==> config.mk <==
export PLATFORM = sky130hd
export DESIGN_NAME = fdiv_arb_flat
export DESIGN_NICKNAME = d
export VERILOG_FILES = /design/src/rtl/fdiv_arb_if.sv /design/src/rtl/fdiv_arb.sv /design/src/flat_wrapper.sv
export SDC_FILE = /design/constraint.sdc
export NUM_CORES = 1
export LEC_CHECK = 0
export ABC_AREA = 1
export BUFFER_PORTS_ARGS = -buffer_cell sky130_fd_sc_hd__buf_2
export CORE_MARGIN = 2
export CORE_UTILIZATION = 25
export CTS_BUF_LIST = sky130_fd_sc_hd__clkbuf_4 sky130_fd_sc_hd__clkbuf_8
export CTS_CLUSTER_DIAMETER = 80
export DETAILED_ROUTE_END_ITERATION = 8
export PLACE_DENSITY = 0.56
export SLEW_MARGIN = 20
export SYNTH_ARGS = -nofsm -noshare
export SYNTH_HDL_FRONTEND = slang
export SYNTH_SLANG_ARGS = --single-unit
==> constraint.sdc <==
create_clock -name clk -period 1.8 [get_ports clk]
set_clock_uncertainty 0.1 [all_clocks]
set_input_delay 0.18 -clock clk [delete_from_list [all_inputs] [get_ports clk]]
set_output_delay 0.18 -clock clk [all_outputs]
set_load 0.02 [all_outputs]
==> src/rtl/fdiv_arb_if.sv <==
// Bundle of every handshake and divider-side signal of the fdiv arbiter.
// The slave modport is the arbiter's view. The master modport is the view of
// the surrounding logic: both requesters, the response consumer and fdiv.
interface fdiv_arb_if;
    logic        req0_valid;
    logic        req0_ready;
    logic [31:0] req0_x;
    logic [31:0] req0_y;
    logic        req1_valid;
    logic        req1_ready;
    logic [31:0] req1_x;
    logic [31:0] req1_y;
    logic        rsp_valid;
    logic        rsp_ready;
    logic        rsp_id;
    logic [31:0] rsp_rslt;
    logic [4:0]  rsp_flag;
    logic        div_req;
    logic [31:0] div_x;
    logic [31:0] div_y;
    logic [31:0] div_rslt;
    logic [4:0]  div_flag;

    modport slave (
        input  req0_valid, req0_x, req0_y,
        output req0_ready,
        input  req1_valid, req1_x, req1_y,
        output req1_ready,
        output rsp_valid, rsp_id, rsp_rslt, rsp_flag,
        input  rsp_ready,
        output div_req, div_x, div_y,
        input  div_rslt, div_flag
    );

    modport master (
        output req0_valid, req0_x, req0_y,
        input  req0_ready,
        output req1_valid, req1_x, req1_y,
        input  req1_ready,
        input  rsp_valid, rsp_id, rsp_rslt, rsp_flag,
        output rsp_ready,
        input  div_req, div_x, div_y,
        output div_rslt, div_flag
    );
endinterface

==> src/rtl/fdiv_arb.sv <==
// Two-port round-robin arbiter and sequencer for one shared iterative fdiv.
// It accepts one op at a time and holds the operands for the whole iteration.
// It pulses div_req once and counts the fixed divider latency. The quotient
// and flags are then parked in a one-entry response buffer. While that buffer
// is full and not draining, the op waits and fdiv keeps presenting its result.
module fdiv_arb #(
    parameter int LAT = 16
) (
    input logic       clk,
    input logic       reset,
    fdiv_arb_if.slave bus_io
);

    typedef enum logic [1:0] {IDLE, ISSUE, RUN, WAIT} state_t;

    localparam logic [4:0] CAP_CNT = 5'(LAT - 1);

    state_t      state_q, state_d;
    logic        rr_q, rr_d;
    logic        op_id_q, op_id_d;
    logic [4:0]  lat_cnt_q, lat_cnt_d;
    logic [31:0] div_x_q, div_x_d;
    logic [31:0] div_y_q, div_y_d;
    logic        rsp_valid_q, rsp_valid_d;
    logic        rsp_id_q, rsp_id_d;
    logic [31:0] rsp_rslt_q, rsp_rslt_d;
    logic [4:0]  rsp_flag_q, rsp_flag_d;
    logic        grant0, grant1;
    logic        capture;

    // Grant: a lone valid wins outright, and a tie goes to the port named by rr.
    always_comb begin
        grant0 = bus_io.req0_valid & (~bus_io.req1_valid | (rr_q == 1'b0));
        grant1 = bus_io.req1_valid & (~bus_io.req0_valid | (rr_q == 1'b1));
    end

    // Next-state logic for the sequencer, the operand latch and the response buffer.
    always_comb begin
        state_d     = state_q;
        rr_d        = rr_q;
        op_id_d     = op_id_q;
        lat_cnt_d   = lat_cnt_q;
        div_x_d     = div_x_q;
        div_y_d     = div_y_q;
        rsp_valid_d = rsp_valid_q;
        rsp_id_d    = rsp_id_q;
        rsp_rslt_d  = rsp_rslt_q;
        rsp_flag_d  = rsp_flag_q;
        capture     = 1'b0;

        case (state_q)
            IDLE: begin
                if (grant0 | grant1) begin
                    op_id_d = grant1;
                    div_x_d = grant1 ? bus_io.req1_x : bus_io.req0_x;
                    div_y_d = grant1 ? bus_io.req1_y : bus_io.req0_y;
                    rr_d    = grant0;
                    state_d = ISSUE;
                end
            end
            ISSUE: begin
                lat_cnt_d = 5'd0;
                state_d   = RUN;
            end
            RUN: begin
                if (lat_cnt_q != 5'h1F) begin
                    lat_cnt_d = lat_cnt_q + 5'd1;
                end
                if (lat_cnt_q == CAP_CNT) begin
                    if (!rsp_valid_q || bus_io.rsp_ready) begin
                        capture = 1'b1;
                        state_d = IDLE;
                    end else begin
                        state_d = WAIT;
                    end
                end
            end
            WAIT: begin
                if (bus_io.rsp_ready) begin
                    capture = 1'b1;
                    state_d = IDLE;
                end
            end
            default: state_d = IDLE;
        endcase

        // A capture refills the buffer even when the old entry drains in the same cycle.
        if (capture) begin
            rsp_valid_d = 1'b1;
            rsp_id_d    = op_id_q;
            rsp_rslt_d  = bus_io.div_rslt;
            rsp_flag_d  = bus_io.div_flag;
        end else if (rsp_valid_q && bus_io.rsp_ready) begin
            rsp_valid_d = 1'b0;
        end
    end

    // State register with synchronous reset. An in-flight op is dropped silently.
    always_ff @(posedge clk) begin
        if (reset) begin
            state_q     <= IDLE;
            rr_q        <= 1'b0;
            op_id_q     <= 1'b0;
            lat_cnt_q   <= 5'd0;
            div_x_q     <= 32'd0;
            div_y_q     <= 32'd0;
            rsp_valid_q <= 1'b0;
            rsp_id_q    <= 1'b0;
            rsp_rslt_q  <= 32'd0;
            rsp_flag_q  <= 5'd0;
        end else begin
            state_q     <= state_d;
            rr_q        <= rr_d;
            op_id_q     <= op_id_d;
            lat_cnt_q   <= lat_cnt_d;
            div_x_q     <= div_x_d;
            div_y_q     <= div_y_d;
            rsp_valid_q <= rsp_valid_d;
            rsp_id_q    <= rsp_id_d;
            rsp_rslt_q  <= rsp_rslt_d;
            rsp_flag_q  <= rsp_flag_d;
        end
    end

    assign bus_io.req0_ready = (state_q == IDLE) & grant0;
    assign bus_io.req1_ready = (state_q == IDLE) & grant1;
    assign bus_io.div_req    = (state_q == ISSUE);
    assign bus_io.div_x      = div_x_q;
    assign bus_io.div_y      = div_y_q;
    assign bus_io.rsp_valid  = rsp_valid_q;
    assign bus_io.rsp_id     = rsp_id_q;
    assign bus_io.rsp_rslt   = rsp_rslt_q;
    assign bus_io.rsp_flag   = rsp_flag_q;

endmodule

==> src/flat_wrapper.sv <==
// flat-port wrapper written by rule: the top's interface ports become plain ports
module fdiv_arb_flat 
#(
    parameter int LAT = 16
)
  (clk, reset, bus_io_req0_valid, bus_io_req0_x, bus_io_req0_y, bus_io_req0_ready, bus_io_req1_valid, bus_io_req1_x, bus_io_req1_y, bus_io_req1_ready, bus_io_rsp_valid, bus_io_rsp_id, bus_io_rsp_rslt, bus_io_rsp_flag, bus_io_rsp_ready, bus_io_div_req, bus_io_div_x, bus_io_div_y, bus_io_div_rslt, bus_io_div_flag);
  fdiv_arb_if bus_io_i ();
  input logic clk;
  input logic reset;
  input wire logic [$bits(bus_io_i.req0_valid)-1:0] bus_io_req0_valid;
  input wire logic [$bits(bus_io_i.req0_x)-1:0] bus_io_req0_x;
  input wire logic [$bits(bus_io_i.req0_y)-1:0] bus_io_req0_y;
  output wire logic [$bits(bus_io_i.req0_ready)-1:0] bus_io_req0_ready;
  input wire logic [$bits(bus_io_i.req1_valid)-1:0] bus_io_req1_valid;
  input wire logic [$bits(bus_io_i.req1_x)-1:0] bus_io_req1_x;
  input wire logic [$bits(bus_io_i.req1_y)-1:0] bus_io_req1_y;
  output wire logic [$bits(bus_io_i.req1_ready)-1:0] bus_io_req1_ready;
  output wire logic [$bits(bus_io_i.rsp_valid)-1:0] bus_io_rsp_valid;
  output wire logic [$bits(bus_io_i.rsp_id)-1:0] bus_io_rsp_id;
  output wire logic [$bits(bus_io_i.rsp_rslt)-1:0] bus_io_rsp_rslt;
  output wire logic [$bits(bus_io_i.rsp_flag)-1:0] bus_io_rsp_flag;
  input wire logic [$bits(bus_io_i.rsp_ready)-1:0] bus_io_rsp_ready;
  output wire logic [$bits(bus_io_i.div_req)-1:0] bus_io_div_req;
  output wire logic [$bits(bus_io_i.div_x)-1:0] bus_io_div_x;
  output wire logic [$bits(bus_io_i.div_y)-1:0] bus_io_div_y;
  input wire logic [$bits(bus_io_i.div_rslt)-1:0] bus_io_div_rslt;
  input wire logic [$bits(bus_io_i.div_flag)-1:0] bus_io_div_flag;
  assign bus_io_i.req0_valid = bus_io_req0_valid;
  assign bus_io_i.req0_x = bus_io_req0_x;
  assign bus_io_i.req0_y = bus_io_req0_y;
  assign bus_io_req0_ready = bus_io_i.req0_ready;
  assign bus_io_i.req1_valid = bus_io_req1_valid;
  assign bus_io_i.req1_x = bus_io_req1_x;
  assign bus_io_i.req1_y = bus_io_req1_y;
  assign bus_io_req1_ready = bus_io_i.req1_ready;
  assign bus_io_rsp_valid = bus_io_i.rsp_valid;
  assign bus_io_rsp_id = bus_io_i.rsp_id;
  assign bus_io_rsp_rslt = bus_io_i.rsp_rslt;
  assign bus_io_rsp_flag = bus_io_i.rsp_flag;
  assign bus_io_i.rsp_ready = bus_io_rsp_ready;
  assign bus_io_div_req = bus_io_i.div_req;
  assign bus_io_div_x = bus_io_i.div_x;
  assign bus_io_div_y = bus_io_i.div_y;
  assign bus_io_i.div_rslt = bus_io_div_rslt;
  assign bus_io_i.div_flag = bus_io_div_flag;
  fdiv_arb #(.LAT(LAT)) u_core (.clk(clk), .reset(reset), .bus_io(bus_io_i));
endmodule
* After elaboration in Yosys (flattened, before gate mapping)
Cells that the tools add are included.
Operators by class: equal/unequal tests 9, reductions and logical operators 9, add/subtract/negate cells 1, bitwise gates (word level) 10, multiplexer cells 15
Operator list (count):
- two-way mux 32 bit | 2
- case mux 5 bit (2 select lines) | 1
- two-way mux 2 bit | 4
- case mux 2 bit (4 select lines) | 1
- inequality test 2 x 1 -> 1 bit (second input constant) | 3
- adder 5 x 1 -> 5 bit (second input constant) | 1
- == test 5 x 4 -> 1 bit (second input constant) | 1
- two-way mux 1 bit | 5
- two-way mux 5 bit | 1
- inequality test 5 bit (second input constant) | 1
- AND 1 bit | 4
- == test 2 bit (second input constant) | 2
- AND reduction 2 bit | 2
- nonzero test 2 bit | 2
- NOT 1 bit | 3
- bitwise OR 1 bit | 3
- AND reduction 3 bit | 1
- == test 2 x 1 -> 1 bit (second input constant) | 1
- zero test 2 bit | 1
- inequality test 2 bit (second input constant) | 1
- case mux 1 bit (2 select lines) | 1
- logical AND 1 bit | 1
- zero test 1 bit | 1
- logical OR 1 bit | 1
Word-level totals: word-level logic and storage cells 54, bits in registers 112, bits of input ports 170

* Logic depth before layout (Yosys ltp)
Gate-level depths: netlist (run 1).
depth in word-level cells 6, depth in mapped cells 10, gate-level depth less buffers 9

* Least setup slack after synthesis (run 1)
No wires, ideal clock.
path kind register to register, start reg u_core.lat_cnt_q[0], end reg u_core.rsp_rslt_q[16] (netlist: u_core.bus_io.rsp_rslt[16]), arrival time 1.477 ns, clock period less this slack 1.692 ns, cell stages (with the launch flop) 10, setup slack 0.108 ns, path through dfxtp_1 > ha_1 > nand2_1 > nor2_1 > ha_1 > nand3_1 > buf_2 > buf_6 > a21oi_1 > nor2_1
Between the ends: cells in the longest elaborated chain, start to end 3
RTL lines:
- start, declared | RTL line fdiv_arb.sv:21 | logic [4:0] lat_cnt_q, lat_cnt_d;
- start signal, assigned | RTL line fdiv_arb.sv:115 | lat_cnt_q <= lat_cnt_d;
- == test 5 x 4 -> 1 bit | RTL line fdiv_arb.sv:69 | if (lat_cnt_q == CAP_CNT) begin
- two-way mux 1 bit | RTL line fdiv_arb.sv:69
- case mux 1 bit (2 select lines) | RTL line fdiv_arb.sv:51 | case (state_q)
- end signal, assigned | RTL line fdiv_arb.sv:120 | rsp_rslt_q <= rsp_rslt_d;
- end, declared | RTL line fdiv_arb.sv:26 | logic [31:0] rsp_rslt_q, rsp_rslt_d;
No other way between the ends. A chain may end at the register's enable or synchronous reset.

* Final worst setup path (run 1)
start reg u_core.lat_cnt_q[0], end reg u_core.rsp_rslt_q[23] (netlist: u_core.bus_io.rsp_rslt[23])
The elaborated chain is that of the path after synthesis.

==> impl_metrics.env, run 1 <==
export IMPL_outcome="completed"
export IMPL_endpoint_kind="flip-flop"
export IMPL_synth_simple_area_share_pct=31.4
export IMPL_clock_sinks=112
export IMPL_setup_viol=0
export IMPL_ys_types=16
export IMPL_synth_compound_area_share_pct=10.5
export IMPL_fmax_mhz=565
export IMPL_syn_to_final_growth_pct=61.8
export IMPL_p_per_area_nw_per_um2=993
export IMPL_synthTopCellsByArea="dfxtp_1, nand3_1, nand2_1, inv_1, a21oi_1"
export IMPL_root_buffer="clkbuf_8"
export IMPL_drive_gt1_share_pct=27.1
export IMPL_synth_edf_count=0
export IMPL_cp_max_fo=10
export IMPL_io_pins=276
export IMPL_layout_worst_path_cycle_share_pct=98.4
export IMPL_worstSetupPathType="flip-flop to flip-flop"
export IMPL_syn_area_sq_um=5620
export IMPL_ys_async_sr_fraction_pct=0
export IMPL_dp_slack_ns=0.0596
export IMPL_finalCriticalPeriod_ns=1.77
export IMPL_wl_per_cell_um=13.8
export IMPL_viasPerCell=4.44
export IMPL_r2r_cells=10
export IMPL_clock_path_buffers=2
export IMPL_start_util_pct=25.6
export IMPL_yosysTopAreaCell="dfxtp_1"
export IMPL_synth_ff_type="dfxtp_1"
export IMPL_grt_antenna_before_repair=3
export IMPL_hpwlAfterDp_um=12800
export IMPL_regToRegSetupSlack_ns=0.03
export IMPL_cts_tree="yes"
export IMPL_clk_pin_slew_ns=0.12
export IMPL_htreeDepth=3
export IMPL_ys_warn_count=0
export IMPL_routed_wl_um=21400
export IMPL_worstPathRequired_ns=2.02
export IMPL_avgSynthCellArea_sq_um=6.35
export IMPL_synth_top_family_by_area="simple AND/OR/NAND/NOR gates"
export IMPL_hold_depth=5
export IMPL_arrival_ns=1.99
export IMPL_ys_ff_latch=112
export IMPL_post_route_util_pct=41.4
export IMPL_synth_area_mux_share_pct=0
export IMPL_vias=6885
export IMPL_fp_dieArea_sq_um=23700
export IMPL_irDropWorstVdd_mv=0.465
export IMPL_drtIter0Drc=440
export IMPL_fin_ws_ns=0.0287
export IMPL_port_buffers=275
export IMPL_syn_num_nets=1058
export IMPL_dp_cells=1395
export IMPL_grt_start_max_net_pins=78
export IMPL_synth_most_common_cell="nand2_1"
export IMPL_die_h_um=154
export IMPL_tightest_slew_ns=0.590
export IMPL_cts_buffers=9
export IMPL_core_area_sq_um=22000
export IMPL_ys_seq_area_share_pct=39.9
export IMPL_grt_pass1_wl_um=31900
export IMPL_placementRows=54
export IMPL_fin_cells=1550
export IMPL_clock_latency_ns=0.38
export IMPL_first_pass_iters=5
export IMPL_syn_inst=885
export IMPL_ant_nets=0
export IMPL_leakage_nw=5.00
export IMPL_die_w_um=154
export IMPL_critPathLaunchType="flip-flop"
export IMPL_fin_setup_tns_ns=0
export IMPL_synth_top_cells_by_count="nand2_1, inv_1, nand3_1"
export IMPL_drc=0
export IMPL_globalRouteOverflowTotal=0
export IMPL_slew_limit_headroom_pct=60.7
export IMPL_synthAdderAreaFrac_pct=0.668
export IMPL_hold_path_class="input port to flip-flop"
export IMPL_timing_hold_ws_ns=0.0326
export IMPL_slew_viol_final=0
export IMPL_drv_cap=0
export IMPL_hold_viol_final=0
export IMPL_post_synth_top_area_fraction_pct=39.9
export IMPL_grt_use_total_pct=16.4
export IMPL_nets=1437
export IMPL_globalplace_congestion=0.787
export IMPL_synth_xor_area_share_pct=0
export IMPL_grt_pass1_vias=6453
## cells in the final DEF (no fill, tap or decap), drive strengths merged
cell | synthesis | routed
clkinvlp | 0 | 1
inv | 180 | 182
o21ai | 5 | 5
a21oi | 110 | 110
nand2 | 186 | 186
diode | 0 | 1
bufbuf | 0 | 2
nand3 | 178 | 179
ha | 3 | 3
dfxtp | 112 | 112
nor2 | 47 | 47
dlygate4sd3 | 0 | 124
clkinv | 1 | 5
a21boi | 1 | 1
clkbuf | 32 | 13
buf | 30 | 299
## power by group
part | switching [W] | internal [W]
clock | 0.000966 | 0.000521
sequential | 0.000282 | 0.00304
combinational | 0.00261 | 0.00160
## cell families after synthesis
family	after synthesis
AOI/OAI and AO/OA	116
buffers and inverters	243
and+or+nand+nor	411
DFF	112
adders and majority gates	3
## cell type report
| class | count | area, sq um |
|---|---|---|
| inverters | 181 | 679 |
| fillers | 2254 | 12900 |
| repair buffers | 429 | 3110 |
| diodes | 1 | 2.50 |
| multi-input cells | 531 | 2510 |
| flip-flops and latches | 112 | 2250 |
| well taps | 280 | 350 |
| clock inverters | 7 | 55.1 |
| clock buffers | 9 | 124 |
## registers in the layout, summed over array words and instances (netlist names)
register,flops
u_core.bus_io.rsp_valid,1
u_core.state_q,2
u_core.bus_io.div_y,32
u_core.rr_q,1
u_core.bus_io.div_x,32
u_core.bus_io.rsp_flag,5
u_core.op_id_q,1
u_core.lat_cnt_q,5
u_core.bus_io.rsp_id,1
u_core.bus_io.rsp_rslt,32
## critical path: stages, from the launching register on
cell and delay [ns]:
dfxtp_4 0.39, ha_4 0.14, nand2_2 0.07, nor2_4 0.15, ha_4 0.19, buf_12 0.11
nand3_4 0.11, clkbuf_16 0.21, nand3_1 0.07, nand2_1 0.06, nor2_1 0.12
## per-layer routing
metal	track usage, %	vias up	wire [um]
met5	0	-	24
met4	6.14	4	442
met3	4.88	38	1790
met2	27.7	294	10100
met1	19.6	3050	9080
li1	-	3499	-
## worst paths after layout
path                            start                          to
setup / recovery  u_core.lat_cnt_q[0]  u_core.bus_io.rsp_rslt[23]
hold / removal       bus_io_req1_y[8]      u_core.bus_io.div_y[8]
setup reg to reg  u_core.lat_cnt_q[0]  u_core.bus_io.rsp_rslt[23]
hold reg to reg        u_core.op_id_q              u_core.op_id_q
## what timing repair did
| action | 4_1_cts | 5_1_grt |
|---|---|---|
| pin swaps | 0 | 3 |
| cloned | 2 | 10 |
| resized for setup | 1 | 23 |
| endpoints found under the hold margin | 94 | 0 |
| hold buffers | 124 | 0 |
| buffers inserted | 1 | 1 |
| endpoints found under the setup margin | 1 | 40 |
## stage by stage
stage          total power [W]  cell area (sq um)
2_1_floorplan          0.00585               5620
3_3_place_gp           0.00724               7300
3_5_place_dp           0.00726               7300
4_1_cts                0.00908               8800
5_1_grt                0.00974               9080
6_report               0.00902               9080
Note: power is estimated with default switching activity, not from simulation.
==> inputs of run 2 (changes only) <==
--- a/config.mk
+++ b/config.mk
@@ -11,6 +11,7 @@
 export CORE_UTILIZATION = 25
 export CTS_BUF_LIST = sky130_fd_sc_hd__clkbuf_4 sky130_fd_sc_hd__clkbuf_8
 export CTS_CLUSTER_DIAMETER = 80
+export CTS_CLUSTER_SIZE = 10
 export DETAILED_ROUTE_END_ITERATION = 8
 export PLACE_DENSITY = 0.56
 export SLEW_MARGIN = 20
==> constraint.sdc (replaced) <==
create_clock -name clk -period 1.5 [get_ports clk]
set_clock_uncertainty 0.1 [all_clocks]
set_input_delay 0.15 -clock clk [delete_from_list [all_inputs] [get_ports clk]]
set_output_delay 0.15 -clock clk [all_outputs]
set_load 0.02 [all_outputs]
==> run 2 against run 1 <==
Compared with the run above:
- the flow now finishes with violations (setup timing)
- non-clock buffer count up 42
- maximum frequency up 9.3%
- clock power up 25%
- final cell count up 2.6%
- total power up 27%
- count of clock-buffer cells in the layout unchanged
- largest power group unchanged
- highest routed layer is now met4
==> impl_metrics.env, run 2 (synthesized netlist as in run 1, its figures left out) <==
export IMPL_slew_limit_headroom_pct=71.6
export IMPL_timing_hold_ws_ns=0.0197
export IMPL_drv_cap=0
export IMPL_clk_pin_slew_ns=0.12
export IMPL_cts_tree="yes"
export IMPL_globalplace_congestion=0.780
export IMPL_dp_slack_ns=-0.147
export IMPL_violations="setup timing"
export IMPL_reg2reg_to="u_core.bus_io.rsp_rslt[3]"
export IMPL_irDropWorstVdd_mv=0.627
export IMPL_globalRouteOverflowTotal=0
export IMPL_drc=0
export IMPL_die_h_um=154
export IMPL_mostFrequentLayoutCells="buf_2, nand2_1, inv_1, nand3_1, dlygate4sd3_1"
export IMPL_setup_viol=44
export IMPL_htreeDepth=3
export IMPL_fmax_mhz=617
export IMPL_vias=7044
export IMPL_first_pass_iters=4
export IMPL_cp_max_fo=11
export IMPL_fin_ws_ns=-0.120
export IMPL_arrival_ns=1.81
export IMPL_grt_pass1_vias=6846
export IMPL_layout_worst_path_cycle_share_pct=108
export IMPL_root_buffer="clkbuf_8"
export IMPL_grt_use_total_pct=17.7
export IMPL_wl_per_cell_um=13.9
export IMPL_fp_dieArea_sq_um=23700
export IMPL_regToRegSetupSlack_ns=-0.12
export IMPL_ant_nets=0
export IMPL_grt_pass1_wl_um=34100
export IMPL_nets=1478
export IMPL_outcome="finished, violations left"
export IMPL_drtIter0Drc=415
export IMPL_worstPathRequired_ns=1.69
export IMPL_cts_buffers=9
export IMPL_layout_cells_most_common="buf_2"
export IMPL_viasPerCell=4.43
export IMPL_p_per_area_nw_per_um2=1170
export IMPL_post_route_util_pct=44.6
export IMPL_r2r_cells=9
export IMPL_finalCriticalPeriod_ns=1.62
export IMPL_placementRows=54
export IMPL_clock_latency_ns=0.39
export IMPL_endpoint_kind="flip-flop"
export IMPL_hold_depth=5
export IMPL_leakage_nw=5.26
export IMPL_design_area_sq_um=9780
export IMPL_io_pins=276
export IMPL_slew_viol_final=0
export IMPL_grt_antenna_before_repair=0
export IMPL_antenna_cells=0
export IMPL_die_w_um=154
export IMPL_fillers=2168
export IMPL_tightest_slew_ns=0.424
export IMPL_min_delay_start="bus_io_req0_x[7]"
export IMPL_placed_area_sq_um=7530
export IMPL_routed_wl_um=22100
export IMPL_worstSetupPathType="flip-flop to flip-flop"
export IMPL_hold_viol_final=0
export IMPL_core_area_sq_um=22000
export IMPL_rsz0062_at_grt="true"
export IMPL_r2r_start="u_core.lat_cnt_q[0]"
export IMPL_port_buffers=275
export IMPL_start_util_pct=25.6
export IMPL_grt_start_max_net_pins=69
export IMPL_hpwlAfterDp_um=13300
export IMPL_critPathLaunchType="flip-flop"
export IMPL_clock_sinks=112
export IMPL_drive_gt1_share_pct=31.4
export IMPL_whs_endpoint="u_core.bus_io.div_x[7]"
export IMPL_hold_path_class="input port to flip-flop"
export IMPL_syn_to_final_growth_pct=74.2
export IMPL_clock_path_buffers=2
-- run 2: worst max-delay path by stage --
stage | from | to | slack [ns]
floorplan | u_core.lat_cnt_q[1] | u_core.bus_io.rsp_rslt[16] | -0.1
global placement | u_core.lat_cnt_q[1] | u_core.bus_io.rsp_rslt[2] | -0.11
detailed placement | u_core.lat_cnt_q[1] | u_core.bus_io.rsp_rslt[5] | -0.15
CTS | u_core.lat_cnt_q[0] | u_core.bus_io.rsp_rslt[3] | -0.12
global route | u_core.lat_cnt_q[0] | u_core.bus_io.rsp_rslt[9] | -0.22
finish | u_core.lat_cnt_q[0] | u_core.bus_io.rsp_rslt[3] | -0.12
-- run 2: critical path: stages (launching register included) --
cell	delay [ns]
dfxtp_2	0.37
ha_4	0.14
nand2_4	0.05
nor2_4	0.11
ha_4	0.15
nand3_4	0.09
buf_12	0.18
buf_12	0.15
a21oi_1	0.11
nor2_1	0.05
-- run 2: where the power goes --
group	switching, W	internal, W	total [W]
clock network	0.00122	0.000640	0.00186
logic	0.00336	0.00222	0.00558
registers	0.000350	0.00365	0.00400
total	0.00492	0.00651	0.0114
-- run 2: area by class of cell --
class | count | area, sq um | area share [%]
Multi-Input combinational cell | 530 | 2740 | 28.0
Tap cell | 280 | 350 | 3.58
Clock buffer | 9 | 124 | 1.27
Timing Repair Buffer | 471 | 3570 | 36.5
Sequential cell | 112 | 2250 | 23.0
Clock inverter | 7 | 63.8 | 0.652
Inverter | 181 | 684 | 7.00
-- run 2: per-layer routing --
metal | global-route usage (%) | vias to the layer above | wire [um]
li1 | - | 3576 | -
met1 | 21.9 | 3132 | 9640
met2 | 30.2 | 297 | 10400
met3 | 4.26 | 39 | 1590
met4 | 6.19 | 0 | 508
met5 | 0 | - | 0
-- run 2: what timing repair did --
item	CTS	global route
endpoints found under the setup margin	99	107
hold buffers	154	0
resized for setup	46	32
pin swaps	11	22
gates cloned	5	3
buffers inserted	5	2
endpoints found under the hold margin	99	0
-- run 2: stage by stage --
step           power, W  cells  TNS [ns]
2_1_floorplan   0.00706    885     -3.03
3_3_place_gp    0.00880   1406     -2.90
3_5_place_dp    0.00883   1406     -4.88
4_1_cts          0.0112   1586     -4.21
5_1_grt          0.0123   1590     -8.61
6_report         0.0114   1590     -4.22
==> inputs of run 3 (changes only) <==
--- a/config.mk
+++ b/config.mk
@@ -7,7 +7,7 @@
 export LEC_CHECK = 0
 export ABC_AREA = 1
 export BUFFER_PORTS_ARGS = -buffer_cell sky130_fd_sc_hd__buf_2
-export CORE_MARGIN = 2
+export CORE_MARGIN = 1
 export CORE_UTILIZATION = 25
 export CTS_BUF_LIST = sky130_fd_sc_hd__clkbuf_4 sky130_fd_sc_hd__clkbuf_8
 export CTS_CLUSTER_DIAMETER = 80
==> run 3 against run 2 <==
Compared with the run above:
- the flow finishes with violations (hold timing, setup timing)
- maximum frequency shrank 4.6%
- final cell count grew 1.8%
- worst setup slack lost 0.078 ns
- total power grew 14%
- first-iteration DRC count shrank 19%
- largest cell class unchanged
==> impl_metrics.env, run 3 (synthesized netlist as in run 1, its figures left out) <==
export IMPL_fp_dieArea_sq_um=23100
export IMPL_fin_cells=1619
export IMPL_wl_per_cell_um=14.8
export IMPL_clock_latency_ns=0.40
export IMPL_layout_cells_most_common="buf_2"
export IMPL_worstSetupPathType="flip-flop to flip-flop"
export IMPL_critPathMaxStageDelay_ns=0.38
export IMPL_drtIter0Drc=335
export IMPL_cp_max_fo=7
export IMPL_hpwlAfterDp_um=12700
export IMPL_clk_pin_slew_ns=0.13
export IMPL_drc=0
export IMPL_fin_ws_ns=-0.198
export IMPL_dp_cells=1408
export IMPL_endpoint_kind="flip-flop"
export IMPL_htreeDepth=3
export IMPL_start_util_pct=25.7
export IMPL_grt_busiest_layer="met2"
export IMPL_layout_worst_path_cycle_share_pct=113
export IMPL_crit_chain="ha_4 > nand2_4 > nor2_4 > ha_4 > nand3_4 > buf_12 > clkbuf_16 > nand3_1 > nand2_1 > nor2_1"
export IMPL_first_pass_iters=5
export IMPL_placementRows=54
export IMPL_timing_hold_ws_ns=-0.00859
export IMPL_grt_util_met2_pct=30.5
export IMPL_die_h_um=152
export IMPL_tightest_slew_ns=0.448
export IMPL_routed_wl_um=23900
export IMPL_grtUsageMet3_pct=4.88
export IMPL_die_w_um=152
export IMPL_setup_viol=94
export IMPL_nets=1506
export IMPL_slowest_stage="dfxtp_2"
export IMPL_grt_use_total_pct=18.1
export IMPL_slew_viol_final=0
export IMPL_rsz0062_at_grt="true"
export IMPL_core_area_sq_um=21900
export IMPL_grt_pass1_vias=6993
export IMPL_syn_to_final_growth_pct=91.2
export IMPL_leakage_nw=5.69
export IMPL_clock_sinks=112
export IMPL_root_buffer="clkbuf_8"
export IMPL_viasPerCell=4.58
export IMPL_worstPathRequired_ns=1.75
export IMPL_hold_viol_final=1
export IMPL_post_route_util_pct=49.0
export IMPL_ant_nets=0
export IMPL_vias=7412
export IMPL_port_buffers=275
export IMPL_path_common_cell="ha_4"
export IMPL_globalRouteOverflowTotal=0
export IMPL_drv_cap=0
export IMPL_clock_path_buffers=2
export IMPL_slew_limit_headroom_pct=70.1
export IMPL_grt_start_max_net_pins=69
export IMPL_outcome="finished, violations left"
export IMPL_critPathLaunchType="flip-flop"
export IMPL_grt_antenna_before_repair=1
export IMPL_grt_pass1_wl_um=34200
export IMPL_violations="hold timing, setup timing"
export IMPL_cts_tree="yes"
export IMPL_grt_use_met1_pct=21.2
export IMPL_hold_path_class="input port to flip-flop"
export IMPL_arrival_ns=1.94
export IMPL_drive_gt1_share_pct=40.2
export IMPL_cts_buffers=9
export IMPL_cp_top_family="simple AND/OR/NAND/NOR gates"
export IMPL_globalplace_congestion=0.786
export IMPL_dp_slack_ns=-0.150
export IMPL_finalCriticalPeriod_ns=1.70
export IMPL_crit_buf_inv=2
export IMPL_fin_setup_tns_ns=-8.95
export IMPL_mostFrequentLayoutCells="buf_2, inv_1, nand2_1, dlygate4sd3_1, dfxtp_1"
export IMPL_irDropWorstVdd_mv=0.659
export IMPL_p_per_area_nw_per_um2=1210
export IMPL_io_pins=276
export IMPL_fmax_mhz=589
-- run 3: area by class of cell --
type | instances | area [sq um]
clock inverter | 6 | 53.8
multi-input combinational | 530 | 3240
tap | 280 | 350
clock buffer | 10 | 131
fill | 2033 | 11200
sequential | 112 | 2250
antenna | 1 | 2.50
timing repair buffer | 499 | 4030
inverter | 181 | 684
-- run 3: worst min-delay path: stages --
cell     delay, ns
buf_2         0.09
nand2_1       0.06
nand3_2       0.08
nand2_1       0.04
inv_1         0.04
-- run 3: final timing paths --
| kind | startpoint | to | slack [ns] | cells past startpoint |
|---|---|---|---|---|
| max reg2reg | u_core.lat_cnt_q[0] | u_core.bus_io.rsp_rslt[17] | -0.20 | 10 |
| min | bus_io_req0_y[12] | u_core.bus_io.div_y[12] | -0.009 | 5 |
| max | u_core.lat_cnt_q[0] | u_core.bus_io.rsp_rslt[17] | -0.20 | 10 |
| min reg2reg | u_core.rr_q | u_core.rr_q | 0.39 | 2 |
-- run 3: where the power goes --
group	switching, W	leakage (nW)	total [W]	internal, W
registers	0.000351	0.922	0.00401	0.00365
clock network	0.00118	0.0920	0.00183	0.000650
logic	0.00401	4.67	0.00720	0.00320
total	0.00554	5.69	0.0130	0.00750
-- run 3: what timing repair did --
| action | in CTS | in global routing |
|---|---|---|
| endpoints found under the hold margin | 101 | 0 |
| hold buffers | 157 | 0 |
| cloned | 3 | 18 |
| pin swaps | 7 | 47 |
| gates resized for setup | 40 | 150 |
| setup buffers | 7 | 9 |
| setup endpoints to repair | 56 | 114 |
-- run 3: routing by layer --
layer	routed length (um)	vias up
met4	920	0
li1	-	3634
met2	11200	370
met5	0	-
met1	9910	3327
met3	1870	81
-- run 3: per-stage QoR --
| step | power, W | hold slack, ns | area (sq um) |
|---|---|---|---|
| floorplan | 0.00706 | 0.161 | 5780 |
| global placement | 0.00886 | 0.261 | 7590 |
| detailed placement | 0.00889 | 0.267 | 7590 |
| CTS | 0.0116 | 0.000658 | 9620 |
| global route | 0.0139 | 0.000322 | 10700 |
| finish | 0.0130 | -0.00859 | 10700 |
